[config.mk]
export PLATFORM = sky130hd
export DESIGN_NAME = uart_rx_stream
export DESIGN_NICKNAME = d
export VERILOG_FILES = /design/src/rtl/uart_rx_stream.sv
export SDC_FILE = /design/constraint.sdc
export NUM_CORES = 1
export LEC_CHECK = 0
export BUFFER_PORTS_ARGS = -buffer_cell sky130_fd_sc_hd__buf_2
export CAP_MARGIN = 15
export CORE_ASPECT_RATIO = 0.75
export CORE_MARGIN = 2
export CORE_UTILIZATION = 34
export CTS_BUF_LIST = sky130_fd_sc_hd__clkbuf_8
export DETAILED_ROUTE_END_ITERATION = 8
export REMOVE_ABC_BUFFERS = 1
export SLEW_MARGIN = 20
export SYNTH_ARGS = -nofsm -noshare
export SYNTH_HDL_FRONTEND = slang
export SYNTH_SLANG_ARGS = --single-unit
[constraint.sdc]
create_clock -name clk -period 2.8 [get_ports clk]
set_input_delay 0.28 -clock clk [delete_from_list [all_inputs] [get_ports clk]]
set_output_delay 0.28 -clock clk [all_outputs]
set_load 0.02 [all_outputs]
[src/rtl/uart_rx_stream.sv]
// uart_rx_stream: 16x oversampling UART receiver feeding a one-deep valid/ready holding register.
// Frame format is latched at the start edge so mid-frame configuration changes are ignored.
module uart_rx_stream (
    input  logic        clk,
    input  logic        rst,
    input  logic        rxd,
    input  logic [15:0] div,
    input  logic [3:0]  length,
    input  logic        parity_en,
    input  logic        parity_type,
    input  logic        stop2,
    output logic [7:0]  m_data,
    output logic        m_valid,
    input  logic        m_ready,
    output logic        parity_err,
    output logic        frame_err,
    output logic        overrun,
    input  logic        clr_ovr,
    output logic        busy
);
    typedef enum logic [2:0] {IDLE, START, DATA, PARITY, STOP1, STOP2, DELIVER} state_t;
    state_t      state_q, state_d;
    logic [1:0]  sync_q, sync_d;
    logic        rxd_p_q, rxd_p_d;
    logic [15:0] tick_q, tick_d, div_q, div_d;
    logic [3:0]  sample_q, sample_d, len_q, len_d;
    logic [2:0]  bit_q, bit_d;
    logic        par_en_q, par_en_d, par_type_q, par_type_d, stop2_q, stop2_d;
    logic [7:0]  shift_q, shift_d, m_data_q, m_data_d;
    logic        perr_q, perr_d, ferr_q, ferr_d;
    logic        m_valid_q, m_valid_d, parity_err_q, parity_err_d;
    logic        frame_err_q, frame_err_d, overrun_q, overrun_d, busy_q, busy_d;
    logic        rxd_s, tick, mid, last, load;

    always_comb begin
        rxd_s = sync_q[1];
        tick = tick_q == div_q;
        mid = tick && sample_q == 4'd7;
        last = tick && sample_q == 4'd15;
        load = !m_valid_q || m_ready;
        sync_d = {sync_q[0], rxd};
        rxd_p_d = rxd_s;
        state_d = state_q;
        tick_d = tick ? 16'd0 : tick_q + 16'd1;
        sample_d = tick ? sample_q + 4'd1 : sample_q;
        bit_d = bit_q;
        div_d = div_q;
        len_d = len_q;
        par_en_d = par_en_q;
        par_type_d = par_type_q;
        stop2_d = stop2_q;
        shift_d = shift_q;
        perr_d = perr_q;
        ferr_d = ferr_q;
        m_data_d = m_data_q;
        m_valid_d = m_valid_q && !m_ready;
        parity_err_d = parity_err_q;
        frame_err_d = frame_err_q;
        overrun_d = overrun_q && !clr_ovr;
        case (state_q)
            IDLE: begin
                tick_d = '0;
                sample_d = '0;
                bit_d = '0;
                // only a fresh falling edge starts a frame, never a line already low
                if (rxd_p_q && !rxd_s) begin
                    state_d = START;
                    div_d = div;
                    len_d = (length < 4'd5 || length > 4'd8) ? 4'd8 : length;
                    par_en_d = parity_en;
                    par_type_d = parity_type;
                    stop2_d = stop2;
                    shift_d = '0;
                    perr_d = 1'b0;
                    ferr_d = 1'b0;
                end
            end
            START: state_d = (mid && rxd_s) ? IDLE : last ? DATA : START;
            DATA: begin
                if (mid) shift_d[bit_q] = rxd_s;
                if (last) begin
                    bit_d = bit_q + 3'd1;
                    if ({1'b0, bit_q} == len_q - 4'd1) state_d = par_en_q ? PARITY : STOP1;
                end
            end
            PARITY: begin
                if (mid) perr_d = rxd_s != (par_type_q ? ^shift_q : ~^shift_q);
                if (last) state_d = STOP1;
            end
            STOP1: begin
                if (mid) begin
                    ferr_d = ferr_q | !rxd_s;
                    if (!stop2_q) state_d = DELIVER;
                end
                if (last) state_d = STOP2;
            end
            STOP2: begin
                if (mid) begin
                    ferr_d = ferr_q | !rxd_s;
                    state_d = DELIVER;
                end
            end
            DELIVER: begin
                state_d = IDLE;
                if (load) begin
                    m_data_d = shift_q;
                    m_valid_d = 1'b1;
                    parity_err_d = perr_q;
                    frame_err_d = ferr_q;
                end else begin
                    overrun_d = 1'b1;
                end
            end
            default: state_d = IDLE;
        endcase
        busy_d = state_d != IDLE;
    end

    always_ff @(posedge clk) begin
        if (rst) begin
            state_q <= IDLE;
            sync_q <= 2'b11;
            rxd_p_q <= 1'b1;
            tick_q <= '0;
            sample_q <= '0;
            bit_q <= '0;
            div_q <= '0;
            len_q <= 4'd8;
            par_en_q <= 1'b0;
            par_type_q <= 1'b0;
            stop2_q <= 1'b0;
            shift_q <= '0;
            perr_q <= 1'b0;
            ferr_q <= 1'b0;
            m_data_q <= '0;
            m_valid_q <= 1'b0;
            parity_err_q <= 1'b0;
            frame_err_q <= 1'b0;
            overrun_q <= 1'b0;
            busy_q <= 1'b0;
        end else begin
            state_q <= state_d;
            sync_q <= sync_d;
            rxd_p_q <= rxd_p_d;
            tick_q <= tick_d;
            sample_q <= sample_d;
            bit_q <= bit_d;
            div_q <= div_d;
            len_q <= len_d;
            par_en_q <= par_en_d;
            par_type_q <= par_type_d;
            stop2_q <= stop2_d;
            shift_q <= shift_d;
            perr_q <= perr_d;
            ferr_q <= ferr_d;
            m_data_q <= m_data_d;
            m_valid_q <= m_valid_d;
            parity_err_q <= parity_err_d;
            frame_err_q <= frame_err_d;
            overrun_q <= overrun_d;
            busy_q <= busy_d;
        end
    end

    assign m_data = m_data_q;
    assign m_valid = m_valid_q;
    assign parity_err = parity_err_q;
    assign frame_err = frame_err_q;
    assign overrun = overrun_q;
    assign busy = busy_q;
endmodule

# Word level (Yosys, flattened, before mapping)
# Cells that the tools add are included.
# totals
mem_count,0
reg_bits,75
ramBits,0
latch_bits,0
elab_cells,105
input_bits,28
rom_bits,0
# op_classes
mul,0
n_reduce_logical,29
eq_ne,16
n_bitwise,1
div,0
order_cmp,4
add_sub_neg,4
shifts,0
mux,31
# ops
op,count
two-way mux 3 bit,10
case mux 3 bit (6 select lines),1
"adder 16 x 1 -> 16 bit, second input constant",1
== test 16 bit,1
two-way mux 8 bit,2
case mux 8 bit (2 select lines),1
"== test 3 bit, second input constant",3
two-way mux 1 bit,9
AND reduction 3 bit,3
bitwise mux 8 bit,1
"!= test 2 bit, second input constant",4
XNOR reduction 8 bit,1
XOR reduction 8 bit,1
logical AND 1 bit,7
"== test 3 x 2 -> 1 bit, second input constant",2
case mux 3 bit (2 select lines),1
AND reduction 2 bit,3
nonzero test 2 bit,3
"adder 4 x 1 -> 4 bit, second input constant",1
== test 3 x 4 -> 1 bit,1
"== test 4 x 3 -> 1 bit, second input constant",1
"== test 4 bit, second input constant",1
"> comparator 4 bit, second input constant",1
logical NOT 1 bit,4
other kinds (18),22

# Longest topological paths before layout
# depth
word_depth,7
ltp_mapped,8
mapped_depth_nobuf,8

# Worst setup path after synthesis
# Ideal clock, no wire load.
# synth_path
path_kind,reg2reg
from,register state_q[1]
to,register shift_q[7]
required_time_ns,2.730
path_slack_ns,0.622
n_path_buf,2
synth_period_minus_slack_ns,2.178
arrival_time_ns,2.107
path_stages_with_launch,9
path_cell_list,dfxtp_1 > inv_2 > or3_1 > buf_2 > or3_1 > o21a_1 > buf_6 > or4_1 > a21oi_1
# synth_between
elab_chain_len,3
word_cells_on_any_way,7
classes_between,3 x eq/ne; 1 x mux; 3 x reduce/logical
# synth_rtl
element,line,rtl
from (decl),22,"state_t state_q, state_d;"
from (signal assigned),142,state_q <= state_d;
== test 3 x 2 -> 1 bit / logical NOT 3 bit (equally long branches),60,case (state_q)
!= test 2 bit (no line) / nonzero test 2 bit (equally long branches),-,
AND reduction 3 bit (no line),-,
to (signal assigned),153,shift_q <= shift_d;
to (decl),29,"logic [7:0] shift_q, shift_d, m_data_q, m_data_d;"
# Parallel ways exist; a longest one is shown, timed or not.
# A chain may end at the register's enable or synchronous reset.

# Worst setup path after layout
# Same ends and word-level chain as after synthesis.

==> summary.md <==
| Metric | Value |
|---|---|
| Most common cell after layout, fill and taps aside | `dfxtp_1` |
| Crit. End Element | `register` |
| Chip Width | `120.2 µm` |
| Clock Path Buffers | `2` |
| Max-slew violation count | `0` |
| Clock Skew | `between 0.009 and 0.01 ns` |
| Via Count | `around 2900` |
| Synth Area per Inst | `8.443 µm²` |
| Post-synthesis sequential area ratio | `a little over two fifths` |
| Reg area | `~1500 µm²` |
| Post-synth top area share | `43.59%` |
| P_int | `~0.0017 W` |
| Post-CTS Setup Bufs | `0` |
| Ys async rst share | `0%` |
| Area of the mapped netlist | `3445 µm²` |
| Post-Synthesis Cells | `slightly above 400` |
| Rows | `31` |
| TNS Setup | `0 ns` |
| Dpl hpwl | `5799 µm` |
| Antenna diode count | `0` |
| Share of cells above drive strength 1 | `between 10% and 20%` |
| NetSw | `~0.00053 W` |
| CP Class | `reg2reg` |
| Crit path required time | `between 3 and 4 ns` |
| Core Region | `between 9000 and 10000 µm²` |
| Nets@finish | `about 480` |
| Slew headroom | `between 50% and 60%` |
| RSZ-0062 raised after global routing | `no` |
| Post-DP Area | `approximately 3800 µm²` |
| Final Hold Viols | `0` |
| Area of the multi-input gates | `approximately 1800 µm²` |
| Pwr dens | `between 500 and 600 nW/µm²` |
| Tcrit/Tclk final | `between 80 and 90%` |
| CTS tree | `done` |
| Leakage power | `roughly 1.6 nW` |
| Final setup viols | `0` |
| Number of global-route vias before repair | `roughly 2600` |
| Antenna Nets Post-Route | `0` |
| First-pass DRT Iterations | `4` |
| Initial Util | `about a third` |
| Synth warnings | `0` |
| GPL Wtd Cong | `approximately 0.9` |
| Maxcap violations | `0` |
| Port bufs | `40` |
| Critical path arrival | `2.64 ns` |
| Synthesized flop and latch total | `75` |
| H-tree levels | `3` |
| GRT Total Usage | `around 16%` |
| Finished Core Util | `approximately two fifths` |
| Sequential Power Share | `48.3%` |
| Min Tclk post-route | `about 2.4 ns` |
| Synth top area cells | `dfxtp_1 (44%), nand2_1 (5.9%), xor2_1 (5.8%)` |
| Clock transition at path regs | `0.08 ns` |
| Most frequent cells in the layout | `dfxtp_1 (75), nand2_1 (54), nor2_1 (43)` |
| Top_reg_cell synth | `dfxtp_1` |
| Num ports | `around 40` |
| Fmax | `approximately 420 MHz` |
| Post-DR wirelength/cell | `approximately 14 µm` |
| Drt total wl | `8111 µm` |
| Gr ovfl total | `0` |
| Post-synth EDFFs | `0` |
| Clock group share of total power | `a little under half` |
| Largest net degree at the start of global routing | `20` |
| Outcome | `completed` |
| Combinational Power Share | `between 6 and 7%` |
| Final instance area | `around 4000 µm²` |
| TritonCTS Sinks | `75` |
| Global-route wire length before repair | `between 10000 and 15000 µm` |
| Post-route DRC | `0` |
| Clock Tree Root | `clkbuf_8` |
| Vias per cell | `between 4 and 5` |
| Initial drt markers | `approximately 310` |
| Worst-margin pin slew | `0.6321 ns` |
| CP startpoint kind | `register` |
| Insertion delay to the later sink of the worst-skew pair | `between 0.3 and 0.4 ns` |
| Post-synth cell types | `48` |
| Die ar. | `around 11000 µm²` |
| Crit-path max FO | `9` |
| CTS Hold Buffers Added | `0` |
| Fillers | `approximately 1000` |
| Hold WC Path Type | `in2reg` |
| Cell taking the most area after synthesis | `dfxtp_1` |
| Post_cts resized | `0` |
| Initial antenna violation count | `0` |
| Die H | `about 91 µm` |
| Worst VDD drop | `247.4 µV` |
| TritonCTS Buffers | `9` |
| Final total power | `approximately 0.0023 W` |
| Area grow syn2layout | `16.78%` |
| Switching share of power | `a little under a quarter` |
[critical path: stages, from the launching register on]
cell and delay [ns]:
dfxtp_1 0.45, inv_2 0.11, or3_1 0.45, or3_1 0.34, o21a_1 0.28, or4_1 0.53
a21oi_1 0.12
[kinds of logic (layout without fill, tap and decap cells)]
kind of cell	Yosys count	after routing	share of synthesized area [%]
fa+ha+maj	4	4	1.453
mux	11	11	3.197
compound gates	80	80	14.60
simple gates	160	160	21.72
buf+inv	35	76	4.068
xor+xnor	43	43	11.37
flops	75	75	43.59
[layer usage]
metal / routed length (µm) / track usage, %
met3: 528 / 5.151
met4: 79 / 3.585
met2: 3133 / 20.83
met1: 4370 / 23.92
met5: 0 / 0
[flip-flops by register name, indices dropped and copies added (netlist names), 2 cells and up]
signal    count
m_data        8
shift_q       8
sync_q        2
tick_q       16
len_q         4
bit_q         3
div_q        16
state_q       3
sample_q      4
[cells in the mapped netlist (5+ instances only)]
| master | number |
|---|---|
| dfxtp_1 | 75 |
| nand2_1 | 54 |
| nor2_1 | 43 |
| a21oi_1 | 32 |
| xor2_1 | 23 |
| clkbuf_1 | 21 |
| xnor2_1 | 19 |
| mux2i_1 | 11 |
| inv_1 | 10 |
| nand3_1 | 10 |
| o21ai_0 | 10 |
| and3_1 | 7 |
| nor3_1 | 7 |
| a31oi_1 | 6 |
| nor2b_1 | 6 |
| nor4_1 | 6 |
| nand4_1 | 5 |
| o211ai_1 | 5 |
| o31ai_1 | 5 |
[final timing paths]
check                  start  slack, ns  depth (start not counted)    endpoint
setup reg to reg  state_q[1]       0.44                          6  shift_q[7]
hold reg to reg    sync_q[0]       0.42                          1   sync_q[1]
setup / recovery  state_q[1]       0.44                          6  shift_q[7]
hold / removal           rxd       0.11                          2   sync_q[0]
[final cells by class]
class | instances | area share [%]
Multi-Input combinational cell | 298 | 44.82
Sequential cell | 75 | 37.33
Clock inverter | 7 | 3.079
Tap cell | 132 | 4.106
Timing Repair Buffer | 48 | 6.470
Inverter | 12 | 1.120
Clock buffer | 9 | 3.079
[power groups by stage]
stage          Combinational (W)  Sequential [W]  Clock [W]
2_1_floorplan          0.0000691         0.00112          0
3_3_place_gp            0.000139         0.00112          0
5_1_grt                 0.000157         0.00109    0.00110
3_5_place_dp            0.000139         0.00112          0
6_report                0.000139         0.00109    0.00103
4_1_cts                 0.000139         0.00109    0.00105
[stage by stage]
step | hold WS, ns | instances | setup WS (ns)
final | 0.1145 | 581 | 0.4412
after detailed placement | 0.4000 | 565 | 0.5120
after global placement | 0.3919 | 565 | 0.5578
after floorplan | 0.3491 | 385 | 0.5007
after CTS | 0.1034 | 581 | 0.4692
after global routing | 0.1001 | 581 | 0.2959
Power figures use the tool's default switching activity.
